--- src/rtl/cv32e40p_register_file_mp.sv ---
// Multi-port integer register file with a per-register pending scoreboard.
// Define REGFILE_BYPASS_EN to forward same-cycle write data to the read ports.
module cv32e40p_register_file_mp #(
    parameter int DATA_WIDTH = 32,
    parameter int ADDR_WIDTH = 5,
    parameter int NUM_RD     = 3,
    parameter int NUM_WR     = 2,
    parameter int ZERO_REG   = 1
) (
    input  logic                         clk,
    input  logic                         rst,
    input  logic [NUM_RD*ADDR_WIDTH-1:0] raddr_i,
    output logic [NUM_RD*DATA_WIDTH-1:0] rdata_o,
    output logic [NUM_RD-1:0]            busy_o,
    input  logic [NUM_WR*ADDR_WIDTH-1:0] waddr_i,
    input  logic [NUM_WR*DATA_WIDTH-1:0] wdata_i,
    input  logic [NUM_WR-1:0]            we_i,
    input  logic                         rsv_i,
    input  logic [ADDR_WIDTH-1:0]        rsv_addr_i,
    output logic [ADDR_WIDTH:0]          pend_cnt_o
);

    localparam int NUM_WORDS = 2 ** ADDR_WIDTH;
    localparam int CNT_W     = ADDR_WIDTH + 1;
    localparam bit ZERO_EN   = (ZERO_REG != 0);

    // No handshake: every write and reserve presented in a cycle is accepted
    // on the next rising edge; reads are always valid.

    logic [DATA_WIDTH-1:0] mem    [NUM_WORDS];
    logic [NUM_WORDS-1:0]  pend;
    logic [CNT_W-1:0]      pend_cnt;

    logic [NUM_WORDS-1:0]  wr_en;
    logic [DATA_WIDTH-1:0] wr_val [NUM_WORDS];
    logic [NUM_WORDS-1:0]  rsv_vec;
    logic [NUM_WORDS-1:0]  pend_next;
    logic [CNT_W-1:0]      clr_cnt;
    logic                  set_inc;
    logic [CNT_W-1:0]      cnt_next;

    // Per-word write decode; later ports overwrite earlier ones so the
    // highest-index port wins an address collision.
    always_comb begin
        for (int w = 0; w < NUM_WORDS; w++) begin
            wr_en[w]  = 1'b0;
            wr_val[w] = '0;
        end
        for (int p = 0; p < NUM_WR; p++) begin
            if (we_i[p]) begin
                wr_en[waddr_i[p*ADDR_WIDTH +: ADDR_WIDTH]]  = 1'b1;
                wr_val[waddr_i[p*ADDR_WIDTH +: ADDR_WIDTH]] = wdata_i[p*DATA_WIDTH +: DATA_WIDTH];
            end
        end
        if (ZERO_EN) begin
            wr_en[0] = 1'b0;
        end
    end

    always_comb begin
        rsv_vec = '0;
        if (rsv_i) begin
            rsv_vec[rsv_addr_i] = 1'b1;
        end
        if (ZERO_EN) begin
            rsv_vec[0] = 1'b0;
        end
    end

    // A reserve beats a same-cycle write: the register takes the data but
    // stays pending for the new producer.
    always_comb begin
        pend_next = rsv_vec | (pend & ~wr_en);
        set_inc   = |(rsv_vec & ~pend);
        clr_cnt   = '0;
        for (int w = 0; w < NUM_WORDS; w++) begin
            if (pend[w] && wr_en[w] && !rsv_vec[w]) begin
                clr_cnt = clr_cnt + CNT_W'(1);
            end
        end
        cnt_next = pend_cnt + CNT_W'(set_inc) - clr_cnt;
    end

    always_ff @(posedge clk) begin
        if (rst) begin
            for (int w = 0; w < NUM_WORDS; w++) begin
                mem[w] <= '0;
            end
            pend     <= '0;
            pend_cnt <= '0;
        end else begin
            for (int w = 0; w < NUM_WORDS; w++) begin
                if (wr_en[w]) begin
                    mem[w] <= wr_val[w];
                end
            end
            pend     <= pend_next;
            pend_cnt <= cnt_next;
        end
    end

    assign pend_cnt_o = pend_cnt;

    for (genvar k = 0; k < NUM_RD; k++) begin : g_rd
        logic [ADDR_WIDTH-1:0] ra;
        logic [DATA_WIDTH-1:0] rd;
        logic                  rb;

        assign ra = raddr_i[k*ADDR_WIDTH +: ADDR_WIDTH];

        always_comb begin
            rd = mem[ra];
            rb = pend[ra];
`ifdef REGFILE_BYPASS_EN
            // Forward the winning write; a same-cycle reserve keeps it busy.
            if (wr_en[ra]) begin
                rd = wr_val[ra];
                rb = rsv_vec[ra];
            end
`endif
            if (ZERO_EN && (ra == '0)) begin
                rd = '0;
                rb = 1'b0;
            end
        end

        assign rdata_o[k*DATA_WIDTH +: DATA_WIDTH] = rd;
        assign busy_o[k]                           = rb;
    end

endmodule

--- config.mk ---
export PLATFORM = sky130hd
export DESIGN_NAME = cv32e40p_register_file_mp
export DESIGN_NICKNAME = d
export VERILOG_FILES = /design/src/rtl/cv32e40p_register_file_mp.sv
export SDC_FILE = /design/constraint.sdc
export NUM_CORES = 2
export LEC_CHECK = 0
export CORE_MARGIN = 4
export CORE_UTILIZATION = 45
export DETAILED_ROUTE_END_ITERATION = 7
export GPL_TIMING_DRIVEN = 1
export SKIP_CTS_REPAIR_TIMING = 1
export SKIP_LAST_GASP = 1
export SYNTH_ARGS = -nofsm -noshare
export SYNTH_HDL_FRONTEND = slang
export SYNTH_SLANG_ARGS = --single-unit
--- constraint.sdc ---
create_clock -name clk -period 27.1 [get_ports clk]
set_input_delay 5.42 -clock clk [delete_from_list [all_inputs] [get_ports clk]]
set_output_delay 5.42 -clock clk [all_outputs]
set_load 0.02 [all_outputs]
Word-level counts from Yosys, hierarchy flattened:

Memories as Yosys holds them, arrays and structs flattened.
Cells that the tools add are included.

* register bits: 38
* bits in writable memories: 1024
* memories: 1
* word-level logic and storage cells: 375
* output and inout port bits: 105
* input port bits: 99

Memories
* mem: words 32, width 32, read ports 3, clocked after memory_dff 0, wr ports 32, RTL line 30 `logic [DATA_WIDTH-1:0] mem [NUM_WORDS];`

* multiplexer cells: 185
* magnitude comparators: 13
* bitwise operators: 40
* add/sub/neg operators: 32
* reductions and logical operators: 102

Operators with widths (number)
* $mux 1024: 2
* $mux 32: 39
* $and 1024x1024->1024: 1
* $bwmux 1024: 1
* $demux 32 s5: 2
* $add 6x1->6 const B: 30
* $mux 6: 30
* $mux 1: 105
* $logic_and 1x1->1: 67
* $and 32x32->32: 2
* $not 32->32: 2
* $or 32x32->32: 2
* $lt 5x6->1 const B: 6
* $reduce_or 32->1: 1
* $logic_not 1->1: 31
* $or 1x1->1: 31
* $bmux 1 s5: 3
* $demux 1 s5: 3
* $ge 5x1->1 const B: 3
* $logic_not 5->1: 3
* $ge 6x6->1 const B: 2
* $lt 6x1->1 const B: 2
* $not 5->6: 2
* $add 6x1->6: 1
* $sub 6x6->6: 1

Depth between registers and ports, before layout:

* depth in word-level cells: 71
* gate-level depth with buffers: 101
* mapped depth without buffers: 100

Least setup slack after synthesis:

Ideal clock, no wire load.

* kind: input port to flip-flop
* start: input waddr_i[5]
* end: register pend_cnt[5] (netlist: pend_cnt_o[5])
* setup time: 0.128 ns
* path buffers: 3
* setup slack: 2.421 ns
* arrival time: 24.551 ns
* cell stages on the path: 99
* cell sequence: buf_2 or4b_1 clkbuf_1 o21ai_0 nand3_1 ha_1 nand2_1 a2111oi_0 a221oi_4 clkbuf_1 ha_1 or3_1 o21a_1 ha_1 nand2_1 a2bb2oi_1 ha_1 mux2i_1 [... 63 more ...] a31oi_1 ha_1 mux2_2 ha_1 mux2_2 ha_1 mux2_2 ha_1 nand2_1 xor2_1 xnor2_1 ha_1 ha_1 a21oi_1 o21bai_1 a21oi_1 xnor2_1 nor2_1

* longest elaborated chain between the ends: 70

Ends and longest elaborated chain
* from (decl): RTL line 15 `input logic [NUM_WR*ADDR_WIDTH-1:0] waddr_i,`
* $lt 5x6->1 (not written as such) / $ge 5x1->1 (equally long branches): RTL line 51 `wr_en[waddr_i[p*ADDR_WIDTH +: ADDR_WIDTH]] = 1'b1;`
* $logic_and 1x1->1 (not written as such): RTL line 51
* $mux 1 (not written as such): RTL line 51
* $demux 1 s5 (*): RTL line 51
* $or 32x32->32 (no line) (*)
* $mux 32 (*): RTL line 50 `if (we_i[p]) begin`
* $logic_and 1x1->1 (2 in a row): RTL line 77 `if (pend[w] && wr_en[w] && !rsv_vec[w]) begin`
* $mux 1: RTL line 77
* [... 53 more ...]
* $mux 6: RTL line 77
* $add 6x1->6: RTL line 78 `clr_cnt = clr_cnt + CNT_W'(1);`
* $mux 6: RTL line 77
* $add 6x1->6: RTL line 78
* $mux 6: RTL line 77
* $add 6x1->6: RTL line 78
* $mux 6 (*): RTL line 77
* $sub 6x6->6 (*): RTL line 81 `cnt_next = pend_cnt + CNT_W'(set_inc) - clr_cnt;`
* to (signal assigned): RTL line 98 `pend_cnt <= cnt_next;`
* to (decl): RTL line 32 `logic [CNT_W-1:0] pend_cnt;`

Mark *: on every way between the ends. The rest lies on a longest branch, timed or not.
A chain may end at the register's enable or synchronous reset.

Final worst setup path:

* start: input waddr_i[2]
* end: register pend_cnt[5] (netlist: pend_cnt_o[5])

* longest elaborated chain between the ends: 71

Ends and longest elaborated chain (RTL line)
* $lt 5x6->1 (not written as such) / $ge 5x1->1 (equally long branches): 51
* $logic_and 1x1->1 (not written as such): 51
* $mux 1 (not written as such): 51
* $demux 1 s5 (*): 51
* $mux 32 (*): 50
* $or 32x32->32 (no line)
* $mux 32 (*): 50
* $logic_and 1x1->1 (2 in a row): 77
* [... 54 more ...]
* $mux 6: 77
* $add 6x1->6: 78
* $mux 6: 77
* $add 6x1->6: 78
* $mux 6: 77
* $add 6x1->6: 78
* $mux 6 (*): 77
* $sub 6x6->6 (*): 81

Marks and branches as above.

==> flow_summary.yaml <==
run_status:
  status: "finished, violations left"
  violations: "max-capacitance violations, max-slew violations"
layout:
  fin_area_sq_um: 81200
  area_delta_synth_final_pct: 10.5
  final_layout_size_suffix_gt1_share_pct: 28.8
  seq_area_sq_um: 30500
  nFillCells: 14090
  layout_commonest_cell: "edfxtp_1"
  multi_input_area_sq_um: 40300
  layout_common_cells: "edfxtp_1, nor2_1, a22oi_1"
  fin_nets: 5746
  final_util_pct: 49.9
worst_setup_path:
  crit_fanout: 16
  worstRegToRegCells: 96
  worstSetupPathType: "input pin to flop"
  r2r_start: "pend[1]"
  cp-end-kind: "flop"
  slowest_delay_ns: 0.69
  r2r_setup_slack_ns: 6.96
  cpMostUsedCell: "ha_1"
  arrival_ns: 26.48
  worst_path_max_delay_cell: "clkdlybuf4s50_1"
  critPathRequiredTime_ns: 27.71
  cp-start-kind: "input pin"
  r2r_end: "pend_cnt_o[5]"
placement:
  dpl_cell_area_sq_um: 77300
  dpl.hpwl_mm: 179
  portBuffers: 203
  place_congestion: 0.949
synthesis:
  synth_area_sq_um: 73500
  yosys_warnings: 0
  async_reset_ff_share_pct: 0
  yosys.area_share.adder_pct: 0.709
  synthSimpleGateAreaFrac_pct: 8.64
  synth_top_family_by_area: "multiplexers"
  seq_area_frac_synth_pct: 41.6
  avgSynthCellArea_sq_um: 12.5
  synthCells: 5855
  yosys.cell_types.count: 96
  synth-compound-area-share_pct: 12.8
  synth-xor-area-share_pct: 1.43
  ys_ff_latch: 1029
  syn-num-nets: 5995
  synth_edf_count: 992
  synth_ff_type: "edfxtp_1"
  synth.area.mux_share_pct: 30.6
clock_tree:
  cts_tree: "built"
  cts_buffers: 117
  clk_latency_ns: 0.78
  cts_max_path_buffers: 3
  clock_sinks: 1029
  cts_root_buf: "clkbuf_16"
  h-tree-depth: 3
  cts.clk_slew.worst_paths_ns: 0.06
routing:
  routed_wl_mm: 346
  drt_first_pass_iters: 7
  num_vias: 62055
  ant_nets: 0
  drc_errors: 0
  dr.first_iter.drc_count: 12333
  via_per_inst: 7.85
  wl_per_cell_microns: 43.7
timing:
  fin_worst_skew_ns: 0.0227
  min_period_ns: 25.87
  slew_headroom_pct: -2.52
  setup_viol: 0
  report.final.slew_viol_count: 32
  finalHoldViolCount: 0
  tightest_slew_ns: 1.53
  min_period_over_period_pct: 95.5
  max_freq_mhz: 38.7
global_routing:
  grt_max_degree: 130
  grt_pass1_wl_mm: 473
  grt_pass1_vias: 59579
  grt_usage_pct: 40.1
  antenna_found_initial: 34
  gr-total-overflow: 0
worst_hold_path:
  hold_path_end: "pend[5]"
  hp-class: "flop to flop"
  hold_depth: 2
  hold_start: "pend[5]"
power_and_ir_drop:
  p_leak_nw: 25.6
  total_power_mw: 4.46
  power_density_nw_per_um2: 54.9
  clkPwrFrac_pct: 35.7
  seq_power_share_pct: 43.0
  vdd_drop_max_uv: 63.4
  intPower_mw: 3.13
  p_comb_share_pct: 21.3
  p_sw_share_pct: 29.9
  switchingPower_mw: 1.33
run:
  drv_cap: 1
floorplanning:
  die-area_sq_um: 170000
  dieHeight_microns: 412
  initial_core_util_pct: 45.2
  placementRows: 148
  core_sq_um: 163000
  io_pins: 204
  die_x_microns: 412
## flip-flops by register name (all words and copies together), names as in the netlist
signal / count
mem: 992
pend: 31
pend_cnt_o: 6
## per-layer routing
| metal | vias to the layer above | routed length, microns | part of all wire (%) | global-route usage, % |
|---|---|---|---|---|
| met2 | 6492 | 142000 | 41 | 54.9 |
| met5 | - | 170 | 0.049 | 0.374 |
| met1 | 30894 | 111000 | 32 | 49.6 |
| li1 | 23050 | - | - | - |
| met3 | 1608 | 63200 | 18 | 19.7 |
| met4 | 11 | 29000 | 8.4 | 27.1 |
## worst max-delay path, delay by kind of cell
family | cells | cell delay, ns
multiplexers | 9 | 2.59
AND/OR/NAND/NOR | 23 | 3.05
buffers and inverters | 7 | 1.16
AO/OA/AOI/OAI | 26 | 3.96
XOR/XNOR | 4 | 0.72
adder cells (fa/ha/maj) | 31 | 9.58
## power by group through the flow
stage / Sequential [mW] / Combinational (mW) / Clock [mW]
after floorplan: 1.92 / 0.558 / 0
after global placement: 1.94 / 0.907 / 0
after detailed placement: 1.95 / 0.909 / 0
after CTS: 1.91 / 0.912 / 1.59
after global routing: 1.93 / 0.961 / 1.65
final: 1.92 / 0.948 / 1.59
## per-stage QoR
step                      cells  TNS (ns)  setup slack (ns)  hold WS, ns
after global routing       7889   -0.0165           -0.0165        0.573
after global placement     7660         0             0.618        0.535
after floorplan            5855         0              2.42        0.474
after CTS                  7875         0             0.976        0.536
after detailed placement   7660         0             0.257        0.527
final                      7908         0              1.23        0.548
## layout make-up
cell class              instances  share of cell area [%]
well taps                    2175                    3.35
repair buffers                425                    4.62
diodes                         31                  0.0956
flip-flops and latches       1029                    37.6
clock buffers                 149                    3.87
clock inverters                66                   0.683
inverters                      22                   0.102
multi-input cells            4011                    49.7
## how the worst max path moves through the flow
| stage | start | end | slack, ns | depth (start not counted) |
|---|---|---|---|---|
| after global routing | waddr_i[2] | pend_cnt_o[5] | -0.02 | 100 |
| after detailed placement | waddr_i[5] | pend_cnt_o[5] | 0.26 | 96 |
| after CTS | waddr_i[5] | pend_cnt_o[5] | 0.98 | 98 |
| final | waddr_i[2] | pend_cnt_o[5] | 1.23 | 100 |
| after global placement | waddr_i[5] | pend_cnt_o[5] | 0.62 | 98 |
| after floorplan | waddr_i[5] | pend_cnt_o[5] | 2.42 | 99 |
## kinds of logic (layout without fill, tap and decap cells)
logic type               Yosys count  count (layout)
flip-flops                      1029            1029
buffers and inverters            815             662
other                              1              32
adder cells (fa/ha/maj)           41              41
AND/OR/NAND/NOR                 1500            1500
multiplexers                    1106            1106
AO/OA/AOI/OAI                   1276            1276
XOR/XNOR                          87              87
## synth_stat cells (5+ instances only)
master | instances | area share (%)
a21boi_0 | 7 | 0.072
a21oi_1 | 138 | 0.94
a22o_1 | 99 | 1.2
a22oi_1 | 906 | 9.3
a31oi_1 | 6 | 0.051
and2_1 | 6 | 0.051
and3_1 | 25 | 0.21
and3b_1 | 6 | 0.072
and4b_1 | 5 | 0.068
buf_1 | 104 | 0.53
buf_2 | 16 | 0.11
clkbuf_1 | 669 | 3.4
dfxtp_1 | 37 | 1.0
edfxtp_1 | 992 | 41
ha_1 | 40 | 0.68
inv_1 | 22 | 0.11
mux2_2 | 205 | 3.1
mux2i_1 | 10 | 0.14
mux4_2 | 891 | 27
nand2_1 | 289 | 1.5
nand2b_1 | 19 | 0.16
nand3_1 | 23 | 0.16
nand3b_1 | 14 | 0.14
nand4_1 | 9 | 0.077
nand4b_1 | 5 | 0.060
nor2_1 | 976 | 5.0
nor2b_1 | 11 | 0.094
nor3_1 | 36 | 0.25
nor3b_1 | 10 | 0.10
o211ai_1 | 5 | 0.051
o21ai_0 | 18 | 0.12
o221ai_1 | 10 | 0.12
o22ai_1 | 29 | 0.25
o31ai_1 | 5 | 0.051
or2_2 | 27 | 0.23
xnor2_1 | 40 | 0.48
xnor2_4 | 5 | 0.19
xnor3_1 | 7 | 0.21
xor2_1 | 27 | 0.32
Note: power is estimated with default switching activity, not from simulation.
